**src/rtl/platform_pkg.sv**
```systemverilog
// -----------------------------------------------------------------------------
// platform_pkg -- shared platform constants and UART receiver state encoding.
//
// Contents:
//   CLKS_PER_BAUD    default clock cycles per UART bit (>= 4)
//   UART_DATA_BITS   data bits per UART frame
//   uart_rx_state_t  receiver FSM states
//
// Optional feature macro: UART_RX_PARITY_EN adds the PARITY state.
// -----------------------------------------------------------------------------
package platform_pkg;

  localparam int unsigned CLKS_PER_BAUD  = 16;
  localparam int unsigned UART_DATA_BITS = 8;

  typedef enum logic [2:0] {
    IDLE,
    START,
    DATA,
`ifdef UART_RX_PARITY_EN
    PARITY,
`endif
    STOP,
    WAIT_HIGH
  } uart_rx_state_t;

endpackage : platform_pkg

```
**src/rtl/sync_fifo.sv**
```systemverilog
// -----------------------------------------------------------------------------
// sync_fifo -- single-clock FIFO, 2**DEPTH_POT entries of WIDTH bits.
//
// Ports:
//   clk_i, rstn_i  clock, asynchronous active-low reset
//   push_i/data_i  write request and data; accepted when not full or when a
//                  pop happens in the same cycle
//   pop_i          read request; ignored when empty
//   data_o         head entry (0 while empty)
//   full_o/empty_o occupancy flags
//   level_o        number of stored entries
// -----------------------------------------------------------------------------
module sync_fifo #(
  parameter int unsigned WIDTH     = 8,
  parameter int unsigned DEPTH_POT = 4
) (
  input  logic                 clk_i,
  input  logic                 rstn_i,
  input  logic                 push_i,
  input  logic [WIDTH-1:0]     data_i,
  input  logic                 pop_i,
  output logic [WIDTH-1:0]     data_o,
  output logic                 full_o,
  output logic                 empty_o,
  output logic [DEPTH_POT:0]   level_o
);

  localparam int unsigned DEPTH = 2 ** DEPTH_POT;

  logic [WIDTH-1:0]     mem_q [DEPTH];
  logic [DEPTH_POT-1:0] wr_ptr_q;
  logic [DEPTH_POT-1:0] rd_ptr_q;
  logic [DEPTH_POT:0]   level_q;
  logic                 do_push;
  logic                 do_pop;

  assign empty_o = (level_q == '0);
  assign full_o  = (level_q == (DEPTH_POT+1)'(DEPTH));
  assign level_o = level_q;
  assign do_pop  = pop_i && !empty_o;
  // A pop frees the head slot in the same cycle, so a full FIFO can still
  // take a push when it is also being popped.
  assign do_push = push_i && (!full_o || do_pop);
  assign data_o  = empty_o ? '0 : mem_q[rd_ptr_q];

  // NOTE: storage has no reset; only pointers and level define what is valid,
  // and data_o is masked while empty so stale contents never leak out.
  always_ff @(posedge clk_i) begin
    if (do_push) mem_q[wr_ptr_q] <= data_i;
  end

  // NOTE: sequential state uses non-blocking assignments so every flop
  // samples the pre-edge values regardless of statement order.
  always_ff @(posedge clk_i or negedge rstn_i) begin
    if (!rstn_i) begin
      wr_ptr_q <= '0;
      rd_ptr_q <= '0;
      level_q  <= '0;
    end else begin
      // Pointers are exactly DEPTH_POT bits wide and wrap naturally.
      if (do_push) wr_ptr_q <= wr_ptr_q + 1'b1;
      if (do_pop)  rd_ptr_q <= rd_ptr_q + 1'b1;
      if (do_push && !do_pop)      level_q <= level_q + 1'b1;
      else if (do_pop && !do_push) level_q <= level_q - 1'b1;
    end
  end

endmodule : sync_fifo

```
**src/rtl/uart_rx_fifo.sv**
```systemverilog
// -----------------------------------------------------------------------------
// uart_rx_fifo -- 8N1 UART receiver feeding a byte FIFO.
//
// Ports:
//   clk_i        sole clock (posedge)
//   rstn_i       asynchronous active-low reset
//   uart_rx_i    serial line, idle high, asynchronous to clk_i
//   valid_o      FIFO non-empty; data_o holds the oldest byte
//   data_o       head-of-FIFO byte
//   ready_i      consumer pop, effective when valid_o is high
//   level_o      bytes currently stored
//   busy_o       receiver not in IDLE
//   frame_err_o  one-cycle pulse on bad stop bit (or parity mismatch)
//   overrun_o    one-cycle pulse when a good byte is dropped on a full FIFO
//
// Optional feature macro: UART_RX_PARITY_EN -- one even-parity bit after the
// data bits; a mismatch is reported as a frame error and the byte dropped.
// -----------------------------------------------------------------------------
module uart_rx_fifo #(
  parameter int unsigned CLKS_PER_BAUD  = platform_pkg::CLKS_PER_BAUD,
  parameter int unsigned FIFO_DEPTH_POT = 4
) (
  input  logic                    clk_i,
  input  logic                    rstn_i,
  input  logic                    uart_rx_i,
  output logic                    valid_o,
  output logic [7:0]              data_o,
  input  logic                    ready_i,
  output logic [FIFO_DEPTH_POT:0] level_o,
  output logic                    busy_o,
  output logic                    frame_err_o,
  output logic                    overrun_o
);

  import platform_pkg::*;

  localparam int unsigned CNT_W = $clog2(CLKS_PER_BAUD);
  localparam logic [CNT_W-1:0] BAUD_MAX = CNT_W'(CLKS_PER_BAUD - 1);
  // Start bit is re-checked half a bit in, which aligns data samples to mid-bit.
  localparam logic [CNT_W-1:0] HALF_MAX = CNT_W'(CLKS_PER_BAUD / 2 - 1);
  localparam logic [2:0]       LAST_BIT = 3'(UART_DATA_BITS - 1);

  logic [1:0]                sync_q;
  logic                      rx_s;
  uart_rx_state_t            state_q;
  logic [CNT_W-1:0]          cnt_q;
  logic [2:0]                bit_idx_q;
  logic [UART_DATA_BITS-1:0] shift_q;
  logic                      frame_err_q;
  logic                      overrun_q;
  logic                      baud_tick;
  logic                      push;
  logic                      fifo_full;
  logic                      fifo_empty;
`ifdef UART_RX_PARITY_EN
  logic                      par_err_q;
`endif

  // Two-flop synchronizer; resets to the idle level so no false start bit.
  always_ff @(posedge clk_i or negedge rstn_i) begin
    if (!rstn_i) sync_q <= 2'b11;
    else         sync_q <= {sync_q[0], uart_rx_i};
  end
  assign rx_s = sync_q[1];

  assign baud_tick = (cnt_q == BAUD_MAX);

  // Push is decoded combinationally on the stop-sample cycle so the byte is
  // visible at the FIFO output on the very next cycle.
`ifdef UART_RX_PARITY_EN
  assign push = (state_q == STOP) && baud_tick && rx_s && !par_err_q;
`else
  assign push = (state_q == STOP) && baud_tick && rx_s;
`endif

  always_ff @(posedge clk_i or negedge rstn_i) begin
    if (!rstn_i) begin
      state_q     <= IDLE;
      cnt_q       <= '0;
      bit_idx_q   <= '0;
      shift_q     <= '0;
      frame_err_q <= 1'b0;
`ifdef UART_RX_PARITY_EN
      par_err_q   <= 1'b0;
`endif
    end else begin
      frame_err_q <= 1'b0;
      case (state_q)
        IDLE: begin
          cnt_q     <= '0;
          bit_idx_q <= '0;
          if (!rx_s) state_q <= START;
        end
        START: begin
          if (cnt_q == HALF_MAX) begin
            cnt_q   <= '0;
            state_q <= rx_s ? IDLE : DATA;
          end else begin
            cnt_q <= cnt_q + 1'b1;
          end
        end
        DATA: begin
          if (baud_tick) begin
            cnt_q     <= '0;
            shift_q   <= {rx_s, shift_q[UART_DATA_BITS-1:1]};
            bit_idx_q <= bit_idx_q + 1'b1;
`ifdef UART_RX_PARITY_EN
            if (bit_idx_q == LAST_BIT) state_q <= PARITY;
`else
            if (bit_idx_q == LAST_BIT) state_q <= STOP;
`endif
          end else begin
            cnt_q <= cnt_q + 1'b1;
          end
        end
`ifdef UART_RX_PARITY_EN
        PARITY: begin
          if (baud_tick) begin
            cnt_q     <= '0;
            par_err_q <= rx_s ^ (^shift_q);
            state_q   <= STOP;
          end else begin
            cnt_q <= cnt_q + 1'b1;
          end
        end
`endif
        STOP: begin
          if (baud_tick) begin
            cnt_q <= '0;
            if (!rx_s) begin
              frame_err_q <= 1'b1;
              state_q     <= WAIT_HIGH;
            end else begin
`ifdef UART_RX_PARITY_EN
              frame_err_q <= par_err_q;
`endif
              state_q <= IDLE;
            end
          end else begin
            cnt_q <= cnt_q + 1'b1;
          end
        end
        // A held-low line (break) reports one error, then waits for idle.
        WAIT_HIGH: if (rx_s) state_q <= IDLE;
        default:   state_q <= IDLE;
      endcase
    end
  end

  always_ff @(posedge clk_i or negedge rstn_i) begin
    if (!rstn_i) overrun_q <= 1'b0;
    else         overrun_q <= push && fifo_full && !ready_i;
  end

  sync_fifo #(
    .WIDTH    (UART_DATA_BITS),
    .DEPTH_POT(FIFO_DEPTH_POT)
  ) u_fifo (
    .clk_i  (clk_i),
    .rstn_i (rstn_i),
    .push_i (push),
    .data_i (shift_q),
    .pop_i  (ready_i),
    .data_o (data_o),
    .full_o (fifo_full),
    .empty_o(fifo_empty),
    .level_o(level_o)
  );

  assign valid_o     = !fifo_empty;
  assign busy_o      = (state_q != IDLE);
  assign frame_err_o = frame_err_q;
  assign overrun_o   = overrun_q;

endmodule : uart_rx_fifo

```
**config.mk**
```make
export PLATFORM = sky130hd
export DESIGN_NAME = uart_rx_fifo
export DESIGN_NICKNAME = d
export VERILOG_FILES = /design/src/rtl/platform_pkg.sv /design/src/rtl/sync_fifo.sv /design/src/rtl/uart_rx_fifo.sv
export SDC_FILE = /design/constraint.sdc
export NUM_CORES = 1
export LEC_CHECK = 0
export ABC_CLOCK_PERIOD_IN_PS = 3600
export CORE_UTILIZATION = 55
export CTS_CLUSTER_DIAMETER = 80
export DETAILED_ROUTE_END_ITERATION = 10
export PLACE_DENSITY = 0.73
export SETUP_SLACK_MARGIN = 0.1
export SLEW_MARGIN = 20
export SYNTH_ARGS = -nofsm -noshare
export SYNTH_HDL_FRONTEND = slang
export SYNTH_SLANG_ARGS = --single-unit
```
**constraint.sdc**
```tcl
create_clock -name clk_i -period 3.6 [get_ports clk_i]
set_input_delay 0.72 -clock clk_i [delete_from_list [all_inputs] [get_ports clk_i]]
set_output_delay 0.72 -clock clk_i [all_outputs]
set_load 0.05 [all_outputs]
```
---- After elaboration in Yosys (flattened, before gate mapping) ----
Memories as Yosys holds them, arrays and structs flattened.
Index checks and enable logic that the tools add are counted.
storage, ports and cells
  output and inout bits ................... 17
  memories kept ........................... 1
  input port bits ......................... 4
  bits in writable memories ............... 128
  register bits ........................... 35
memories
  name          depth  bits a word  rd ports  clocked after Yosys merged registers in  wr ports  RTL line         RTL
  u_fifo.mem_q  16     8            1         0                                        1         sync_fifo.sv:30  logic [WIDTH-1:0] mem_q [DEPTH];
operators by class
  reductions and logical operators ........ 24
  $add $sub $neg .......................... 6
  eq/ne operators ......................... 14
  muxes and demuxes ....................... 22
operators by type and width
  kind                                              number
  two-way mux 3 bit                                 8
  case mux 3 bit (5 select lines)                   1
  adder 4 x 1 -> 4 bit, second input constant       3
  != test 2 bit, second input constant              6
  case mux 4 bit (3 select lines)                   1
  two-way mux 5 bit                                 2
  logical AND 1 bit                                 8
  two-way mux 4 bit                                 2
  two-way mux 8 bit                                 1
  == test 3 x 2 -> 1 bit, second input constant     2
  == test 3 bit, second input constant              2
  case mux 3 bit (2 select lines)                   1
  AND reduction 6 bit                               1
  nonzero test 3 bit                                2
  adder 5 x 1 -> 5 bit, second input constant       1
  == test 5 bit, second input constant              1
  zero test 1 bit                                   5
  zero test 5 bit                                   1
  two-way mux 1 bit                                 5
  subtractor 5 x 1 -> 5 bit, second input constant  1
  == test 4 x 3 -> 1 bit, second input constant     1
  == test 4 bit, second input constant              1
  AND reduction 2 bit                               2
  nonzero test 2 bit                                2
  6 further kinds                                   6

---- Longest topological paths before layout ----
  depth after elaboration ................. 9
  mapped depth ............................ 12
  mapped depth without buffers ............ 11

---- Modules after synthesis ----
A second synthesis with hierarchy kept.
second synthesis, totals
  cells, all modules ...................... 391
  area, all modules ....................... 6842.8 sq um
by module, submodules not included
  module        area each (sq um)  cells each  sequential area each (sq um)  instances
  sync_fifo     5814.3             299         4169.0                        1
  uart_rx_fifo  1028.5             92          553.0                         1

---- Worst setup path after synthesis ----
No wires, ideal clock.
  path kind ............................... register to register
  from .................................... register u_fifo.level_q[3] (netlist: u_fifo.level_o[3])
  to ...................................... register u_fifo.level_q[4] (netlist: u_fifo.level_o[4])
  required time ........................... 3.464 ns
  setup slack ............................. 0.631 ns
  period minus slack after synthesis ...... 2.969 ns
  buffers on the path ..................... 0
  cell stages (with the launch flop) ...... 9
  arrival ................................. 2.833 ns
  path through ............................ dfrtp_1 > or4_1 > o21ai_1 > ha_1 > inv_1 > fa_1 > a21o_1 > a2111oi_0 > o31ai_1
between the ends
  word-level cells in the longest chain between the ends .. 8
  elaborated cells between the ends (all ways) .. 16
  classes of those cells .................. add/sub (2); eq/ne (1); mux (2); reduce/logical (11)
ends and longest elaborated chain
  item                                                               RTL line         RTL
  from (decl)                                                        sync_fifo.sv:33  logic [DEPTH_POT:0] level_q;
  from (signal assigned)                                             sync_fifo.sv:63  if (do_push && !do_pop) level_q <= level_q + 1'b1;
  from (signal assigned)                                             sync_fifo.sv:64  else if (do_pop && !do_push) level_q <= level_q - 1'b1;
  branches (longest 8 deep; another with subtractor 5 x 1 -> 5 bit)  -
Parallel ways; which one is timed is not known. The select of a mux whose other input is x is not followed.
A chain may end at the register's enable or synchronous reset.

---- Worst setup path in the final report ----
  from .................................... register u_fifo.level_q[1] (netlist: u_fifo.level_o[1])
  to ...................................... output valid_o
between the ends
  word-level cells in the longest chain between the ends .. 2
ends and longest elaborated chain
  item             RTL line             RTL
  zero test 5 bit  sync_fifo.sv:37      assign empty_o = (level_q == '0);
  zero test 1 bit  uart_rx_fifo.sv:170  assign valid_o = !fifo_empty;
  to (decl)        uart_rx_fifo.sv:26   output logic valid_o,
Every way passes these cells.

==> impl_metrics.json <==
{
  "power_frac_clock_pct": 28.2,
  "period_needed_ns": 3.237,
  "diodes": 0,
  "wl_per_cell_um": 21.01,
  "hold_path.class": "input pin to async pin",
  "rsz0062_at_grt": "false",
  "grt_pass1_vias": 3480,
  "slew_headroom_pct": 39.91,
  "yosysTopAreaCellShare_pct": 56.60,
  "syn_area_per_cell_um2": 17.83,
  "core_um2": 12010,
  "clk_latency_ns": 0.42,
  "critical_path_class": "flop to output pin",
  "areaGrowthSynthToFinish_pct": 13.36,
  "ys_seq_area_share_pct": 69.53,
  "drtPass1Iterations": 5,
  "overflow": 0,
  "die_area_um2": 12800,
  "synth_top_family_by_area": "multiplexers",
  "hpwl_um": 7632,
  "grt_busiest_layer": "met2",
  "clkTransAtPathRegs_ns": 0.06,
  "ctsHtreeMaxLevel": 4,
  "vias": 3460,
  "ys_seq_elements": 163,
  "cts_tree": "done",
  "required_ns": 2.88,
  "synth-edff-count": 128,
  "max_freq_ghz": 0.3090,
  "end_kind": "output pin",
  "total_leakage_power_nw": 2.756,
  "cellPowerDensity_nw_per_um2": 802.5,
  "avgViaCountPerCell": 6.007,
  "start_kind": "flop",
  "yosysUniqueCellTypes": 43,
  "hold_violations": 0,
  "final_cell_mix": "edfxtp_1 (128), dfrtp_1 (33), buf_4 (27), mux4_2 (23)",
  "syn_inst": 381,
  "grt.total_usage_pct": 21.17,
  "synth_area_leaders": "edfxtp_1 (57%), dfrtp_1 (12%), mux4_2 (7.6%)",
  "drtAntennaViolNets": 0,
  "mostFrequentLayoutCell": "edfxtp_1",
  "max_stage_delay_ns": 0.81,
  "cts_inserted_buffers": 17,
  "finalPower_mw": 6.178,
  "crit_family": "simple AND/OR/NAND/NOR gates",
  "slew_viol_final": 0,
  "fin_skew_ns": 0.007586,
  "post_cts_buffers": 0,
  "r2r_slack_ns": 0.53,
  "crit_path_top_delay_cell": "clkdlybuf4s50_1",
  "min_period_over_period_pct": 89.91,
  "drt_iter0_markers": 258,
  "hold_buffers": 0,
  "cp.arrival_ns": 2.52,
  "crit_path_cell_trace": "nor4_1 -> nand2b_1 -> clkdlybuf4s50_1",
  "num-nets-final": 434,
  "synth_nets": 398,
  "max_cap_viol_count": 0,
  "drc": 0,
  "worst-path-max-fanout": 10,
  "net-switching-power_mw": 2.046,
  "final_layout_size_suffix_gt1_share_pct": 22.61,
  "synthSimpleGateAreaFrac_pct": 4.882,
  "cts_resized": 0,
  "antenna_found_initial": 0,
  "synth-xor-area-share_pct": 1.419,
  "final_util_pct": 64.09,
  "tightestPinTransition_ns": 0.8974,
  "met3_usage_pct": 4.767,
  "cts_root_buffer": "clkbuf_16",
  "grt_pass1_wl_um": 19120,
  "grt_use_met1_pct": 28.65,
  "synth_area_leader_cell": "edfxtp_1",
  "floorplan.initialDensity_pct": 56.54,
  "synth_compound_area_share_pct": 3.427,
  "status": "finished clean",
  "irDropWorstVdd_v": 0.0006496,
  "synthAdderAreaFrac_pct": 2.506,
  "critical_path_buf_inv_count": 1,
  "finalSetupViolCount": 0,
  "gp_congestion": 0.8254,
  "ys_async_sr_fraction_pct": 21.47,
  "internal-power_mw": 4.132,
  "met2_usage_pct": 32.80,
  "cts.sinks": 163,
  "seq_power_share_pct": 40.9,
  "io_pins": 21,
  "syn_area_um2": 6792,
  "grt_start_max_net_pins": 26,
  "die_h_um": 113.1,
  "fp-row-count": 40,
  "swShare_pct": 33.11,
  "synthFlopType": "edfxtp_1",
  "wirelength_um": 12100,
  "port_buffers": 20,
  "yosysWarnings": 0,
  "tns_ns": 0,
  "pwr-share-comb_pct": 30.8,
  "die-width_um": 113.1,
  "clock_path_buffers": 2,
  "synthMuxAreaShare_pct": 15.57
}
==> layout make-up <==
| class | instances | area, um^2 |
|---|---|---|
| inverter | 4 | 15.01 |
| clock buffer | 19 | 432.9 |
| tap | 147 | 183.9 |
| multi-input combinational | 192 | 1888 |
| timing repair buffer | 39 | 317.8 |
| clock inverter | 12 | 138.9 |
| fill | 840 | 4313 |
| sequential | 163 | 4722 |
==> stage by stage <==
step | hold slack [ns] | area, um^2 | instances | setup slack [ns]
detailed placement | 0.3491 | 7132 | 545 | 0.3062
global route | 0.2808 | 7699 | 576 | 0.2296
finish | 0.2489 | 7699 | 576 | 0.3633
global placement | 0.3471 | 7132 | 545 | 0.4604
CTS | 0.3575 | 7704 | 576 | 0.3734
floorplan | 0.3452 | 6792 | 381 | 0.6309
==> final timing paths <==
| check | end | depth (start not counted) | start |
|---|---|---|---|
| setup reg to reg | u_fifo.level_o[4]$_DFFE_PN0P_ | 10 | cnt_q[0]$_DFFE_PN0P_ |
| min in group clk_i | sync_q[1]$_DFF_PN1_ | 0 | sync_q[0]$_DFF_PN1_ |
| hold / removal | cnt_q[0]$_DFFE_PN0P_ | 1 | rstn_i |
| max in group asynchronous | shift_q[2]$_DFFE_PN0P_ | 2 | rstn_i |
| hold reg to reg | sync_q[1]$_DFF_PN1_ | 0 | sync_q[0]$_DFF_PN1_ |
| setup / recovery | valid_o | 3 | u_fifo.level_o[1]$_DFFE_PN0P_ |
==> flip-flops by register name, summed over array words and instances (netlist names) <==
signal,flops
bit_idx_q,3
cnt_q,4
frame_err_o,1
overrun_o,1
shift_q,8
state_q,3
sync_q,2
u_fifo.level_o,5
u_fifo.mem_q,128
u_fifo.rd_ptr_q,4
u_fifo.wr_ptr_q,4
==> cells by family after synthesis <==
family                     count (synthesis)
AOI/OAI and AO/OA                         40
buffers and inverters                     26
adders and majority gates                 13
DFF                                      163
muxes                                     60
and+or+nand+nor                           68
xor gates and xnor gates                  11
==> synth_stat cells (3+ instances only) <==
cell and count:
o21ai_0 13, dfrtp_1 33, nand2_1 15, inv_1 4, a21oi_1 12, buf_4 4, a21o_1 4, clkbuf_1 4
edfxtp_1 128, buf_6 3, o21ai_1 5, xnor2_1 9, nand2b_1 4, mux4_1 9, nor3_1 8, mux2_2 18
mux4_2 23, nand3_1 10, mux2i_1 10, ha_1 12, buf_2 5, nor2_1 18
==> power by group through the flow <==
stage	Sequential, mW	Clock, mW	Combinational, mW
floorplan	2.51	0	1.50
global placement	2.55	0	1.89
detailed placement	2.56	0	1.92
CTS	2.52	1.78	1.93
global route	2.56	1.85	2.05
finish	2.53	1.75	1.90
==> layer usage <==
layer,up-vias,wire length (um)
li1,1571,-
met1,1763,5370
met2,108,5889
met3,18,553
met4,0,291
met5,-,0
No activity file was read; power rests on OpenSTA's default activity.
